## config.mk

```make
export PLATFORM = sky130hd
export DESIGN_NAME = clk_div
export DESIGN_NICKNAME = d
export VERILOG_FILES = /design/src/rtl/clk_div.sv
export SDC_FILE = /design/constraint.sdc
export NUM_CORES = 1
export LEC_CHECK = 0
export CELL_PAD_IN_SITES_DETAIL_PLACEMENT = 1
export CELL_PAD_IN_SITES_GLOBAL_PLACEMENT = 1
export CORE_ASPECT_RATIO = 0.7
export CORE_UTILIZATION = 32
export DETAILED_ROUTE_END_ITERATION = 6
export PLACE_DENSITY = 0.69
export REMOVE_ABC_BUFFERS = 1
export SYNTH_ARGS = -nofsm -noshare
export SYNTH_HDL_FRONTEND = slang
export SYNTH_SLANG_ARGS = --single-unit
export TNS_END_PERCENT = 30
```

## constraint.sdc

```tcl
create_clock -name clk_i -period 5.2 [get_ports clk_i]
set_input_delay 1.04 -clock clk_i [delete_from_list [all_inputs] [get_ports clk_i]]
set_output_delay 1.04 -clock clk_i [all_outputs]
set_load 0.03 [all_outputs]
```

## src/rtl/clk_div.sv

```systemverilog
// Programmable integer clock divider: glitch-free divided clock plus a period tick.
// Divisor updates and run/stop decisions only land on period boundaries.
module clk_div #(
   parameter int DIV_W       = 8,
   parameter int DEFAULT_DIV = 2
) (
   input  logic             clk_i,
   input  logic             arst_ni,
   input  logic             en_i,
   input  logic [DIV_W-1:0] div_i,
   input  logic             div_valid_i,
   output logic             div_ready_o,
   output logic [DIV_W-1:0] div_act_o,
   output logic             clk_o,
   output logic             tick_o
);

   typedef enum logic {
      IDLE = 1'b0,
      RUN  = 1'b1
   } state_e;

   localparam logic [DIV_W-1:0] DEF_DIV = DIV_W'(DEFAULT_DIV);

   state_e           state_q, state_d;
   logic [DIV_W-1:0] cnt_q, cnt_d;
   logic [DIV_W-1:0] act_q, act_d;
   logic [DIV_W-1:0] pend_div_q, pend_div_d;
   logic             pend_q, pend_d;
   logic             clk_q, clk_d;
   logic             boundary, apply, accept;

   function automatic logic [DIV_W-1:0] clamp_div(input logic [DIV_W-1:0] v);
      return (v < DIV_W'(2)) ? DIV_W'(2) : v;
   endfunction

   // High for the first ceil(N/2) counts; one extra bit keeps N=2^DIV_W-1 safe.
   function automatic logic in_high_phase(input logic [DIV_W-1:0] cnt,
                                          input logic [DIV_W-1:0] n);
      logic [DIV_W:0] half;
      half = ({1'b0, n} + (DIV_W+1)'(1)) >> 1;
      return ({1'b0, cnt} < half);
   endfunction

   assign boundary = (state_q == RUN) && (cnt_q == act_q - DIV_W'(1));
   assign apply    = (state_q == IDLE) || boundary;
   assign accept   = div_valid_i && !pend_q;

   always_comb begin
      state_d    = state_q;
      cnt_d      = '0;
      act_d      = act_q;
      pend_d     = pend_q;
      pend_div_d = pend_div_q;

      case (state_q)
         IDLE: begin
            if (en_i) state_d = RUN;
         end
         RUN: begin
            if (boundary) begin
               if (!en_i) state_d = IDLE;
            end else begin
               cnt_d = cnt_q + DIV_W'(1);
            end
         end
         default: state_d = IDLE;
      endcase

      // A parked divisor has priority; ready is low while one is parked.
      if (apply) begin
         if (pend_q) begin
            act_d  = pend_div_q;
            pend_d = 1'b0;
         end else if (accept) begin
            act_d = clamp_div(div_i);
         end
      end else if (accept) begin
         pend_d     = 1'b1;
         pend_div_d = clamp_div(div_i);
      end

      // Registered from next-state values so the flop output follows the count directly.
      clk_d = (state_d == RUN) && in_high_phase(cnt_d, act_d);
   end

   always_ff @(posedge clk_i or negedge arst_ni) begin
      if (!arst_ni) begin
         state_q <= IDLE;
         cnt_q   <= '0;
         act_q   <= DEF_DIV;
         pend_q  <= 1'b0;
         clk_q   <= 1'b0;
      end else begin
         state_q <= state_d;
         cnt_q   <= cnt_d;
         act_q   <= act_d;
         pend_q  <= pend_d;
         clk_q   <= clk_d;
      end
   end

   // Parked divisor is qualified by pend_q, so it carries no reset.
   always_ff @(posedge clk_i) begin
      pend_div_q <= pend_div_d;
   end

   assign div_ready_o = !pend_q;
   assign div_act_o   = act_q;
   assign clk_o       = clk_q;
   assign tick_o      = boundary;

endmodule
```

# == After elaboration in Yosys (flattened, before gate mapping) ==
# Index checks and enable logic that the tools add are counted.
# totals
input_bits,12
word_cells,32
reg_bits,27
output_inout_bits,11
# classes
n_addsub,3
bitwise_logic,2
n_mux,11
n_reduce_logical,7
n_lt_le_gt_ge,2
eq_ne,1
# ops
op,n
8-bit 2-to-1 mux,6
8-bit by 1-bit adder with 9-bit output (second input constant),1
8-bit by 1-bit adder with 8-bit output (second input constant),1
8-bit equality test,1
8-bit by 2-bit less-than comparator with 1-bit output (second input constant),1
8-bit less-than comparator,1
8-bit by 1-bit subtractor with 8-bit output (second input constant),1
1-bit 2-to-1 mux,4
1-bit logical AND,3
1-bit inverter,2
1-bit case mux with 2 select lines,1
2-bit AND reduction,1
2-bit nonzero test,1
1-bit zero test,1
1-bit logical OR,1

# == Logic depth before layout (Yosys ltp) ==
# Gate-level depths: netlist (run 1).
# logic_depth
depth_word,8
depth_mapped,17
ltp_nobuf,17

# == Worst setup path after synthesis (run 1) ==
# No wires, ideal clock.
# synth_path
kind,flip-flop to flip-flop
startpoint,register act_q[0] (netlist: div_act_o[0])
endpoint,register clk_q (netlist: clk_o)
path_stages_with_launch,18
n_path_buf,0
t_required_ps,5134
t_arrival_ps,4283
slack_ps,850
synth_period_minus_slack_ps,4350
setup_ps,66
path_cell_list,dfrtp_1 -> inv_1 -> ha_1 -> or3b_4 -> or4_4 -> a2111oi_2 -> a21boi_2 -> nor2_2 -> o21ai_1 -> a22oi_1 -> ha_1 -> nand3_1 -> xnor2_1 -> ha_1 -> a21o_1 -> a21o_1 -> a211oi_1 -> o311a_1
# synth_via
elab_chain_len,8
word_cells_on_any_way,14
classes_between,add/sub: 2; order compare: 1; eq/ne: 1; mux: 7; reduce/logical: 3
# synth_rtl
element,line_no,text
start: declaration,27,"logic [DIV_W-1:0] act_q, act_d;"
start signal: assignment,97,act_q <= act_d;
8-bit by 1-bit subtractor with 8-bit output,45,assign boundary = (state_q == RUN) && (cnt_q == act_q - DIV_W'(1));
8-bit equality test,45,
1-bit logical AND,45,
1-bit logical OR,46,assign apply = (state_q == IDLE) || boundary;
8-bit 2-to-1 mux,71,if (apply) begin
named net act_d[1],27,
8-bit by 1-bit adder with 9-bit output,41,"half = ({1'b0, n} + (DIV_W+1)'(1)) >> 1;"
8-bit less-than comparator,42,"return ({1'b0, cnt} < half);"
1-bit logical AND,84,"clk_d = (state_d == RUN) && in_high_phase(cnt_d, act_d);"
named net clk_d,30,"logic clk_q, clk_d;"
end signal: assignment,99,clk_q <= clk_d;
end: declaration,30,
# The timed path passes the listed nets, and every way through them passes these cells.
# A chain may end at the register's enable or synchronous reset.

# == Worst setup path after layout (run 1) ==
# Same ends and word-level chain as after synthesis.

==> results.json, run 1 <==
{
  "syn_area_per_cell_sq_um": 10.0,
  "wl_per_cell_um": 17.2,
  "vias": 1400,
  "min_period_ns": 4.45,
  "synth_compound_area_frac": 0.195,
  "syn_to_final_growth_pct": 18.5,
  "cts_setup_buffers": 0,
  "grt_max_degree": 20,
  "cp.required_ns": 5.42,
  "cts_root_buf": "clkbuf_8",
  "rows": 22,
  "synth_area_leader_cell": "dfrtp_1",
  "ys.flop_type": "dfrtp_1",
  "yosysUniqueCellTypes": 54,
  "holdBufCountCts": 0,
  "leakage_nw": 0.816,
  "path_clk_slew_ns": 0.09,
  "cts_tree": "done",
  "ios": 23,
  "yosysTopAreaCellShare": 0.257,
  "intPower_w": 0.000678,
  "htreeDepth": 1,
  "met2_usage": 0.254,
  "finalSetupViolCount": 0,
  "final_cell_mix": "clkdlybuf4s50_1, dfrtp_1, nor2_1",
  "finalNetCount": 215,
  "dp_cells": 260,
  "synth-xor-area-share": 0.0949,
  "hold_path.class": "reg -> reg",
  "dp_hpwl_um": 3680,
  "p_comb_frac": 0.588,
  "wirelength_um": 4540,
  "finalHoldViolCount": 0,
  "fmax_ghz": 0.225,
  "diodes": 0,
  "arrival_ns": 4.67,
  "drv_slew": 0,
  "synth.cell_area_sq_um": 1750,
  "dp_slack_ns": 0.667,
  "clock_path_buffers": 2,
  "gr-usage-all-layers": 0.172,
  "grt_setup_unrepaired": "no",
  "synthSimpleGateAreaFrac": 0.188,
  "routabilityCongestion": 0.814,
  "die_h_um": 63.9,
  "drt_iter0_markers": 75,
  "drive_above_1_share": 0.0990,
  "synth_edf_count": 8,
  "dieWidth_um": 90.5,
  "cts_buffers": 3,
  "status": "completed",
  "initial_core_util": 0.334,
  "critPathLaunchType": "register",
  "placed_area_sq_um": 2030,
  "via_per_inst": 5.30,
  "min_period_over_period": 0.856,
  "cts-resized-gates": 0,
  "peakVddDrop_uv": 194,
  "clkSinkCount": 27,
  "final_cell_area_sq_um": 2080,
  "critical_path_class": "reg -> reg",
  "crit_top_cell": "ha_1",
  "use_met3": 0.0321,
  "synth_top_family_by_area": "compound AO/OA/AOI/OAI gates",
  "cellPowerDensity_nw_per_um2": 615,
  "grt_antenna_before_repair": 0,
  "final_common_cell": "clkdlybuf4s50_1",
  "synth_cells": 175,
  "drc": 0,
  "cp_cell_sequence": "inv_1 -> ha_1 -> or3b_4 -> or4_4 -> a2111oi_2 -> a21boi_2 -> nor2_2 -> o21ai_1 -> a22oi_1 -> ha_1 -> nand3_1 -> xnor2_1 -> ha_1 -> a21o_1 -> a21o_1 -> a211oi_1 -> o311a_1",
  "drv_cap": 0,
  "synth-warning-count": 0,
  "dr.pass1.iters": 4,
  "pwr-share-clk": 0.097,
  "worst_path_largest_cell_delay_ns": 0.46,
  "max_slew_margin": 0.346,
  "port_buffers": 22,
  "sw_frac_of_total": 0.470,
  "finalNonFillerCells": 264,
  "setup_ws_ns": 0.751,
  "p_switching_w": 0.000602,
  "synth_top_cells_by_area": "dfrtp_1, edfxtp_1, ha_1",
  "muxShareOfSynthArea": 0,
  "synth-async-reset-ratio": 0.704,
  "fp.dieArea_sq_um": 5790,
  "fin_setup_tns_ns": 0,
  "path_delay_family": "compound AO/OA/AOI/OAI gates",
  "synth-adder-area-share": 0.0713,
  "grt-ovfl-total": 0,
  "worst_pin_slew_ns": 0.978,
  "crit_path_end_kind": "register",
  "seq_power_share": 0.316,
  "synth_seq_cells": 27,
  "busiest_layer": "met1",
  "crit_buf_inv": 1,
  "crit_fanout": 7,
  "crit_slowest_cell": "dfrtp_1",
  "drt.antenna.violating_nets": 0,
  "clock_skew_ns": 0.00231,
  "insertion_delay_ns": 0.28,
  "first_global_vias": 1431,
  "grtUsageMet1": 0.267,
  "grt_first_pass_wirelength_um": 7800,
  "core_sq_um": 5260,
  "ys_seq_area_frac": 0.409
}
[metal layers]
layer,share of wire,wire length [um]
met2,0.41,1870
met5,0,0
met3,0.033,152
met4,0.0013,6
met1,0.55,2510
[power by group through the flow]
stage,clock [W],sequential (W),combinational [W]
2_1_floorplan,0,0.000437,0.000480
3_3_place_gp,0,0.000407,0.000740
3_5_place_dp,0,0.000408,0.000757
4_1_cts,0.000128,0.000403,0.000760
5_1_grt,0.000133,0.000421,0.000844
6_report,0.000124,0.000404,0.000752
[cell usage after synthesis (2+ instances only)]
library cell / number
nand3_1: 8
a21oi_1: 5
a22oi_1: 5
and2_1: 2
edfxtp_1: 8
nand2b_1: 2
or4_1: 2
nand2_1: 5
and3_1: 3
a21o_1: 3
o22ai_1: 7
inv_1: 10
xor2_1: 8
dfrtp_1: 18
o211ai_1: 2
o31ai_1: 2
nor2_1: 16
xnor2_1: 11
or2_2: 2
nand4_1: 3
ha_1: 10
clkbuf_1: 10
nor3b_1: 2
[metrics by stage]
stage / hold slack, ns / power, W / util
after floorplan: 0.519 / 0.000917 / -
after global placement: 0.584 / 0.00115 / 0.387
after detailed placement: 0.606 / 0.00116 / 0.387
after CTS: 0.620 / 0.00129 / 0.396
after global routing: 0.642 / 0.00140 / 0.396
final: 0.614 / 0.00128 / 0.396
[path summary, 6_finish.rpt]
| kind | slack [ns] | cells past startpoint | end | start |
|---|---|---|---|---|
| min in group asynchronous | 1.29 | 1 | cnt_q[7] | arst_ni |
| min reg2reg | 0.61 | 2 | div_act_o[1] | div_act_o[1] |
| min | 0.61 | 2 | div_act_o[1] | div_act_o[1] |
| max in group asynchronous | 3.31 | 1 | clk_o | arst_ni |
| max | 0.75 | 17 | clk_o | div_act_o[0] |
| max reg2reg | 0.75 | 17 | clk_o | div_act_o[0] |
[flip-flops by register name, indices dropped and copies added, names as in the netlist]
| name | cells |
|---|---|
| cnt_q | 8 |
| state_q | 1 |
| pend_div_q | 8 |
| clk_o | 1 |
| div_act_o | 8 |
| pend_q | 1 |
[worst register-to-register path, stage by stage, from the launching register on]
cell and delay (ns):
dfrtp_1 0.46, inv_1 0.11, ha_1 0.18, or3b_4 0.40
or4_4 0.42, a2111oi_2 0.46, a21boi_2 0.18, nor2_2 0.13
o21ai_1 0.13, a22oi_1 0.30, ha_1 0.29, nand3_1 0.11
xnor2_1 0.14, ha_1 0.30, a21o_1 0.16, a21o_1 0.17
a211oi_1 0.25, o311a_1 0.21
[cell type report]
type                    count  area (sq um)
multi-input cells         128           962
repair buffers             23           228
fillers                   595          3180
flip-flops and latches     27           717
inverters                  10          37.5
well taps                  72          90.1
clock buffers               4          45.0
[cell families (layout without fill, tap and decap cells)]
| group | count (synthesis) | in the layout |
|---|---|---|
| AND/OR/NAND/NOR | 57 | 57 |
| AO/OA/AOI/OAI | 42 | 42 |
| flip-flops | 27 | 27 |
| buffers and inverters | 20 | 37 |
| XOR/XNOR | 19 | 19 |
| adder cells (fa/ha/maj) | 10 | 10 |
Note: power is estimated with default switching activity, not from simulation.
==> run 2, diff against run 1 <==
Settings changed: CTS_CLUSTER_SIZE from default to 40.
Clock period 5.2 ns to 4.7 ns, I/O delays scaled along.
==> results.json, run 2 (same netlist as run 1, synthesis figures left out) <==
{
  "status": "completed",
  "clkSinkCount": 27,
  "dp_slack_ns": 0.258,
  "peakVddDrop_uv": 236,
  "cts-resized-gates": 0,
  "sw_frac_of_total": 0.469,
  "htreeDepth": 1,
  "p_switching_w": 0.000682,
  "grt_antenna_before_repair": 0,
  "clock_skew_ns": 0.00460,
  "route.met3.wl_um": 179,
  "grt_first_pass_wirelength_um": 8260,
  "wl_met2_um": 1870,
  "crit_path_end_kind": "register",
  "syn_to_final_growth_pct": 21.0,
  "setup_ws_ns": 0.379,
  "drc": 0,
  "gr-usage-all-layers": 0.184,
  "rows": 22,
  "dr.pass1.iters": 4,
  "final_cell_mix": "clkdlybuf4s50_1, dfrtp_1, nor2_1",
  "min_from": "div_act_o[1]",
  "fp.dieArea_sq_um": 5790,
  "min_period_ns": 4.32,
  "drt.antenna.violating_nets": 0,
  "wirelength_um": 4650,
  "cts_root_buf": "clkbuf_8",
  "critical_path_class": "reg -> reg",
  "via_per_inst": 5.21,
  "whs_path_depth": 2,
  "first_global_vias": 1517,
  "dp_cells": 264,
  "seq_power_share": 0.295,
  "drive_above_1_share": 0.117,
  "reg2reg_depth": 17,
  "finalNetCount": 219,
  "finalSetupViolCount": 0,
  "core_sq_um": 5260,
  "r2r-end": "clk_o",
  "worst_pin_slew_ns": 0.929,
  "pwr-share-clk": 0.095,
  "leakage_nw": 0.836,
  "ios": 23,
  "cts_tree": "done",
  "insertion_delay_ns": 0.28,
  "vias": 1396,
  "cts_setup_buffers": 0,
  "critPathLaunchType": "register",
  "path_clk_slew_ns": 0.10,
  "intPower_w": 0.000772,
  "arrival_ns": 4.54,
  "wl_per_cell_um": 17.4,
  "whs_ns": 0.598,
  "grt_max_degree": 20,
  "diodes": 0,
  "die_h_um": 63.9,
  "initial_core_util": 0.334,
  "fmax_ghz": 0.231,
  "clock_path_buffers": 2,
  "met1Wirelength_um": 2580,
  "hold-path-endpoint": "div_act_o[1]",
  "drv_slew": 0,
  "drv_cap": 0,
  "hold_path.class": "reg -> reg",
  "cellPowerDensity_nw_per_um2": 685,
  "dieWidth_um": 90.5,
  "grt_setup_unrepaired": "no",
  "port_buffers": 22,
  "final_common_cell": "clkdlybuf4s50_1",
  "dp_hpwl_um": 3760,
  "crit_fanout": 6,
  "grt-ovfl-total": 0,
  "finalHoldViolCount": 0,
  "ff2ff_setup_slack_ns": 0.38,
  "p_comb_frac": 0.611,
  "max_slew_margin": 0.379,
  "top_layer": "met4",
  "cts_buffers": 3,
  "min_period_over_period": 0.919,
  "finalNonFillerCells": 268,
  "holdBufCountCts": 0,
  "rr_startpoint": "div_act_o[1]",
  "fin_setup_tns_ns": 0,
  "routabilityCongestion": 0.829,
  "drt_iter0_markers": 66,
  "cp.required_ns": 4.92
}
run 2: routing by layer:
| metal | up-vias | track usage |
|---|---|---|
| li1 | 689 | - |
| met1 | 674 | 0.276 |
| met2 | 29 | 0.281 |
| met3 | 4 | 0.0345 |
| met4 | 0 | 0.0181 |
| met5 | - | 0 |
run 2: power by group through the flow:
stage	clock (W)	combinational (W)	sequential (W)
finish	0.000138	0.000888	0.000429
floorplan	0	0.000531	0.000484
global route	0.000151	0.00101	0.000444
global placement	0	0.000861	0.000430
CTS	0.000140	0.000882	0.000427
detailed placement	0	0.000877	0.000432
run 2: cell type report:
cell class	count	area, sq um
Fill cell	598	3140
Multi-Input combinational cell	128	975
Tap cell	72	90.1
Inverter	10	37.5
Sequential cell	27	717
Clock buffer	4	45.0
Timing Repair Buffer	27	258
run 2: per-stage QoR:
step	area [sq um]	total power (W)	util
2_1_floorplan	1720	0.00102	-
3_3_place_gp	2060	0.00129	0.393
3_5_place_dp	2060	0.00131	0.393
4_1_cts	2110	0.00145	0.401
5_1_grt	2120	0.00161	0.404
6_report	2120	0.00145	0.404
run 2: how the worst max path moves through the flow:
stage                  from  slack, ns    end  depth (start not counted)
6_report       div_act_o[1]       0.38  clk_o                         17
5_1_grt        div_act_o[1]       0.04  clk_o                         17
4_1_cts        div_act_o[1]       0.29  clk_o                         17
3_5_place_dp       div_i[4]       0.26  clk_o                         14
3_3_place_gp       div_i[4]       0.34  clk_o                         14
2_1_floorplan  div_act_o[0]       0.13  clk_o                         17
run 2: worst max-delay path, stage by stage, from the launching register on:
cell,delay [ns]
dfstp_2,0.40
inv_1,0.08
ha_1,0.19
or3b_4,0.40
or4_4,0.44
a2111oi_4,0.40
a21boi_2,0.17
nor2_2,0.12
o21ai_1,0.13
a22oi_1,0.27
ha_1,0.29
nand3_1,0.12
xnor2_1,0.15
ha_1,0.30
a21o_1,0.16
a21o_1,0.17
a211oi_1,0.27
o311a_1,0.20
